===== src/rtl/hazard_scoreboard.sv =====
// hazard_scoreboard: tracks in-flight register writers after issue and resolves
// each source operand of the instruction in ID to either the register file, a
// bypass from one of the post-issue slots, or a stall when the value is not ready.
module hazard_scoreboard #(
  parameter int XLEN   = 32,
  parameter int AW     = 5,
  parameter int DEPTH  = 3,
  parameter int LATW   = 2,
  parameter int FWD_EN = 1
) (
  input  logic                  clk,
  input  logic                  rst,
  input  logic                  iss_valid,
  input  logic [AW-1:0]         iss_rs1,
  input  logic [AW-1:0]         iss_rs2,
  input  logic                  iss_use1,
  input  logic                  iss_use2,
  input  logic [AW-1:0]         iss_rd,
  input  logic                  iss_we,
  input  logic [LATW-1:0]       iss_lat,
  input  logic [XLEN-1:0]       rf_rd1,
  input  logic [XLEN-1:0]       rf_rd2,
  input  logic [DEPTH*XLEN-1:0] fwd_data,
  input  logic                  flush,
  input  logic [DEPTH-1:0]      flush_mask,
  output logic [XLEN-1:0]       op_a,
  output logic [XLEN-1:0]       op_b,
  output logic [3:0]            fwd_sel_a,
  output logic [3:0]            fwd_sel_b,
  output logic                  stall,
  output logic [31:0]           stall_cnt
);

  // Slot k holds the writer that issued k+1 cycles ago (slot 0 = EX).
  logic [DEPTH-1:0] slot_v;
  logic [AW-1:0]    slot_rd  [DEPTH];
  logic [LATW-1:0]  slot_lat [DEPTH];

  // Both sources are resolved by the same loop, indexed 0 = A, 1 = B.
  logic [AW-1:0]   src_rs  [2];
  logic [1:0]      src_use;
  logic [XLEN-1:0] src_rf  [2];
  logic [XLEN-1:0] src_op  [2];
  logic [3:0]      src_sel [2];
  logic [1:0]      src_haz;

  logic            ins_v;
  logic [LATW-1:0] ins_lat;

  assign src_rs[0] = iss_rs1;
  assign src_rs[1] = iss_rs2;
  assign src_use   = {iss_use2, iss_use1};
  assign src_rf[0] = rf_rd1;
  assign src_rf[1] = rf_rd2;

  assign op_a      = src_op[0];
  assign op_b      = src_op[1];
  assign fwd_sel_a = src_sel[0];
  assign fwd_sel_b = src_sel[1];

  // A flushed issue never stalls, so a kill always lets the front end move on.
  assign stall   = iss_valid & ~flush & (|src_haz);
  assign ins_v   = iss_valid & iss_we & (iss_rd != '0) & ~stall & ~flush;
  assign ins_lat = (iss_lat == '0) ? LATW'(1) : iss_lat;

  // Scan slots youngest-first; the first match decides bypass, stall or nothing.
  always_comb begin
    logic found;
    for (int s = 0; s < 2; s++) begin
      src_op[s]  = src_rf[s];
      src_sel[s] = '0;
      src_haz[s] = 1'b0;
      found      = 1'b0;
      for (int k = 0; k < DEPTH; k++) begin
        if (!found && src_use[s] && (src_rs[s] != '0) &&
            slot_v[k] && (slot_rd[k] == src_rs[s])) begin
          found = 1'b1;
          if (FWD_EN == 0) begin
            src_haz[s] = 1'b1;
          end else if (k >= int'(slot_lat[k]) - 1) begin
            src_op[s]  = fwd_data[k*XLEN +: XLEN];
            src_sel[s] = 4'(k + 1);
          end else begin
            src_haz[s] = 1'b1;
          end
        end
      end
    end
  end

  // Advance the slot pipeline every cycle; masked entries lose valid as they move.
  always_ff @(posedge clk or negedge rst) begin
    if (!rst) begin
      slot_v <= '0;
      for (int k = 0; k < DEPTH; k++) begin
        slot_rd[k]  <= '0;
        slot_lat[k] <= '0;
      end
    end else begin
      slot_v      <= {slot_v[DEPTH-2:0] & ~flush_mask[DEPTH-2:0], ins_v};
      slot_rd[0]  <= iss_rd;
      slot_lat[0] <= ins_lat;
      for (int k = 1; k < DEPTH; k++) begin
        slot_rd[k]  <= slot_rd[k-1];
        slot_lat[k] <= slot_lat[k-1];
      end
    end
  end

  // Count stalled cycles, saturating at all-ones.
  always_ff @(posedge clk or negedge rst) begin
    if (!rst) begin
      stall_cnt <= '0;
    end else if (stall && (stall_cnt != '1)) begin
      stall_cnt <= stall_cnt + 32'd1;
    end
  end

endmodule


===== config.mk =====
export PLATFORM = sky130hd
export DESIGN_NAME = hazard_scoreboard
export DESIGN_NICKNAME = d
export VERILOG_FILES = /design/src/rtl/hazard_scoreboard.sv
export SDC_FILE = /design/constraint.sdc
export NUM_CORES = 1
export LEC_CHECK = 0
export ABC_AREA = 1
export BUFFER_PORTS_ARGS = -buffer_cell sky130_fd_sc_hd__clkbuf_2
export CAP_MARGIN = 10
export CORE_ASPECT_RATIO = 1.2
export CORE_MARGIN = 10
export CORE_UTILIZATION = 40
export DETAILED_ROUTE_END_ITERATION = 10
export PLACE_DENSITY = 0.72
export SLEW_MARGIN = 10
export SYNTH_ARGS = -nofsm -noshare
export SYNTH_HDL_FRONTEND = slang
export SYNTH_SLANG_ARGS = --single-unit
export TNS_END_PERCENT = 50

===== constraint.sdc =====
create_clock -name clk -period 5.2 [get_ports clk]
set_input_delay 0.78 -clock clk [delete_from_list [all_inputs] [get_ports clk]]
set_output_delay 0.78 -clock clk [all_outputs]
set_load 0.005 [all_outputs]

==> impl_metrics.toml <==
[setup_path]
required_ps = 4420
critical-path-max-stage-delay_ps = 470
setup_crit_end_kind = "output pin"
path_common_cell = "nand2_1"
setup.worst_path.start_class = "input port"
critical_path_at_ps = 3090
r2r_slack_ps = 2160
r2r_start = "stall_cnt[1]"
worst-r2r-cell-count = 11
cp_launch_point = "iss_rs2[0]"
r2r-end = "stall_cnt[31]"
worst-setup-path-type = "in -> out"
biggest_fanout_along_the_worst_timing_path = 33
crit_chain = "clkbuf_2 > inv_2 > nand2_1 > o21ai_0 > inv_1 > nand2_1 > inv_1 > buf_4 > nand2_1 > o21ai_2 > buf_4 > nor2_1 > nor2_1 > clkbuf_2"
highest_delay_cell_along_the_critical_path = "nand2_1"

[sta]
final-setup-viol-count = 0
grt_setup_unrepaired = "false"
fin_skew_ps = 10.38
whs_ps = 351.3
tightest_slew_ps = 1033
fmax_mhz = 258.3
report.final.hold_viol_count = 0
post-route-min-period_ps = 3872
timing.max_slew.rel_slack = 0.3107
timing.final.crit_share = 0.7446
final.setup.tns_ps = 0
finalMaxSlewViolations = 0

[power_and_ir_drop]
p_per_area_nw_per_um2 = 143.1
sw_frac_of_total = 0.3030
power.share.clock = 0.324
combinationalPowerShare = 0.252
power_mw = 1.030
total_leakage_power_nw = 3.961
internal_power_mw = 0.7178
peakVddDrop_v = 0.0001134
pwr-share-seq = 0.424
power.switching_mw = 0.3121

[final_layout]
post-route-cell-area_um2 = 7196
fraction_of_final_layout_cells_with_drive_strength_greater_than_1 = 0.2687
final_nets = 1405
flow.area_growth_from_synthesis_pct = 29.97

[floorplanning]
floorplan.die_area_um2 = 18970
dieHeight_um = 148.9
placeableCoreArea_um2 = 13700
floorplan.initialDensity = 0.4041
rows = 47
fp.dieW_um = 127.4
io_pins = 292

[cts]
ctsRootBufferMaster = "clkbuf_16"
worst_skew_pair.late_latency_ps = 300
largest_buffer_count_on_any_clock_path = 2
post_cts.repair.setup_buffers = 0
post_cts_hold_buffer_count = 0
clock-sinks = 54
cts.clk_slew.worst_paths_ps = 70
cts_tree = "yes"
cts_inserted_buffers = 5
post_cts_resized = 0
htreeDepth = 2

[logic_synthesis]
synth_xor_xnor_area_share = 0.05220
async_flop_share = 1.000
syn-instance-count = 967
ys_top_cells_by_area = "dfrtp_1 24%, nand2_1 18%, nor2_1 12%"
syn_std_cell_area_um2 = 5537
synth_largest_area_cell = "dfrtp_1"
yosys.cell_types.count = 28
yosysSeqAreaShare = 0.2441
synth.most_common_cell = "nand2_1"
synth_top_cell_area_share = 0.2441
compound_cell_area_share_of_the_yosys_netlist = 0.1643
synthesis.area_per_instance_um2 = 5.726
count_of_flip_flops_with_a_built_in_enable_after_synthesis = 0
ys_top_cells_by_count = "262 x nand2_1, 181 x nor2_1, 130 x o21ai_0"
synth_adder_area_share = 0.002260
count_of_synthesis_stage_warnings_from_yosys = 0
synth-simple-area-share = 0.4285
largest_family_of_logic_cells_by_synthesized_area = "simple AND/OR/NAND/NOR gates"
synth-seq-cells = 54
synth.mux.area_fraction = 0
synth_top_flop_cell = "dfrtp_1"

[drt]
drt_first_pass_iters = 7
detail_route.drc_violations = 0
post_drt_via_cell_ratio = 5.315
drt-total-wl_mm = 26.55
drt-wirelength-per-cell_um = 19.02
drt_iter0_drc = 751
detailroute.via_count = 7420
post_route_antenna_net_violation_count = 0

[global_route]
met3_usage = 0.09637
grt.met2_usage = 0.4352
via_count_of_the_first_global_routing_pass = 7063
pin_count_of_the_biggest_net_entering_global_routing = 55
grt_pass1_wl_mm = 40.35
grt_use_total = 0.2634
antenna_found_initial = 10
grt_remaining_overflow = 0
global_routing_met1_resource_utilization = 0.3048
grt_busiest_layer = "met2"

[hold_path]
min_delay_path_depth = 0
hold_path.class = "reg -> reg"
whs_endpoint = "slot_lat[2]"
worstHoldStart = "slot_lat[4]"

[placed_design]
gpl_congestion = 1.002
placedInstanceArea_um2 = 7037
place_hpwl_mm = 20.86
numPortBuffers = 286

[status]
run_status = "finished clean"

[job]
max_cap_viols = 0
-- registers in the layout (all words and copies together), names as in the netlist --
name       flops
slot_lat       4
stall_cnt     32
slot_v         3
slot_rd       15
-- cells by family (layout without fill, tap and decap cells) --
family | after synthesis | count (layout)
compound gates | 172 | 172
xor+xnor | 33 | 33
fa+ha+maj | 1 | 1
buf+inv | 147 | 394
flops | 54 | 54
other cells | 1 | 12
simple gates | 559 | 559
-- metal layers --
metal | wire [um] | part of all wire | vias to the layer above
li1 | - | - | 3679
met1 | 10180 | 0.38 | 3327
met2 | 12450 | 0.47 | 351
met3 | 2877 | 0.11 | 61
met4 | 1034 | 0.039 | 2
met5 | 13 | 0.00049 | -
-- critical path, delay by kind of cell --
kind | cells | cell delay [ps]
AND/OR/NAND/NOR | 5 | 790
buffers and inverters | 7 | 1240
AO/OA/AOI/OAI | 2 | 260
-- power groups by stage --
stage / registers, mW / clock network, mW / logic, mW
final: 0.437 / 0.334 / 0.260
after CTS: 0.437 / 0.344 / 0.259
after global placement: 0.445 / 0 / 0.254
after detailed placement: 0.445 / 0 / 0.257
after floorplan: 0.443 / 0 / 0.111
after global routing: 0.438 / 0.358 / 0.292
-- worst max path at each step --
stage          endpoint  slack, ps  cells past startpoint
2_1_floorplan  op_b[13]       2500                     12
3_3_place_gp   op_b[30]       1360                     15
3_5_place_dp   op_b[30]       1350                     15
4_1_cts         op_b[9]       1340                     15
5_1_grt         op_b[0]       1020                     14
6_report       op_b[23]       1330                     14
-- cell type report --
class	count	area, um2
Clock inverter	2	13.76
Timing Repair Buffer	302	1551
Sequential cell	54	1351
Multi-Input combinational cell	769	3601
Inverter	85	319.1
Clock buffer	5	125.1
Tap cell	171	214.0
Antenna cell	8	20.02
Fill cell	1471	6506
-- stage by stage --
stage | std cells | utilization | setup WS, ps
after floorplan | 970 | - | 2501
after global placement | 1381 | 0.5136 | 1356
after detailed placement | 1381 | 0.5136 | 1347
after CTS | 1388 | 0.5237 | 1345
after global routing | 1391 | 0.5242 | 1020
final | 1396 | 0.5252 | 1328
-- cell usage in the layout, fill, tap and decap left out --
| cell | synthesis | routed |
|---|---|---|
| clkbuf_16 | 0 | 5 |
| o211ai_1 | 2 | 2 |
| nor3_1 | 13 | 13 |
| nor2_2 | 0 | 1 |
| clkbuf_2 | 0 | 286 |
| ha_1 | 1 | 1 |
| o21ai_1 | 6 | 6 |
| clkinv_2 | 0 | 1 |
| dfrtp_1 | 54 | 54 |
| nand3_1 | 18 | 18 |
| nand3_2 | 2 | 2 |
| nand3b_1 | 4 | 4 |
| a21oi_1 | 4 | 4 |
| inv_2 | 9 | 9 |
| inv_6 | 0 | 1 |
| o22ai_1 | 27 | 27 |
| nand2_1 | 262 | 262 |
| nor2_1 | 181 | 180 |
| or3_1 | 1 | 1 |
| inv_1 | 76 | 76 |
| xnor2_1 | 10 | 10 |
| conb_1 | 1 | 4 |
| nor2_4 | 2 | 2 |
| buf_4 | 7 | 16 |
| diode_2 | 0 | 8 |
| nand2_2 | 3 | 3 |
| o311ai_0 | 1 | 1 |
| xor2_1 | 23 | 23 |
| nand4_1 | 73 | 73 |
| a21boi_0 | 1 | 1 |
| o21ai_2 | 1 | 1 |
| o21ai_0 | 130 | 130 |
(Power assumes the default switching activity.)
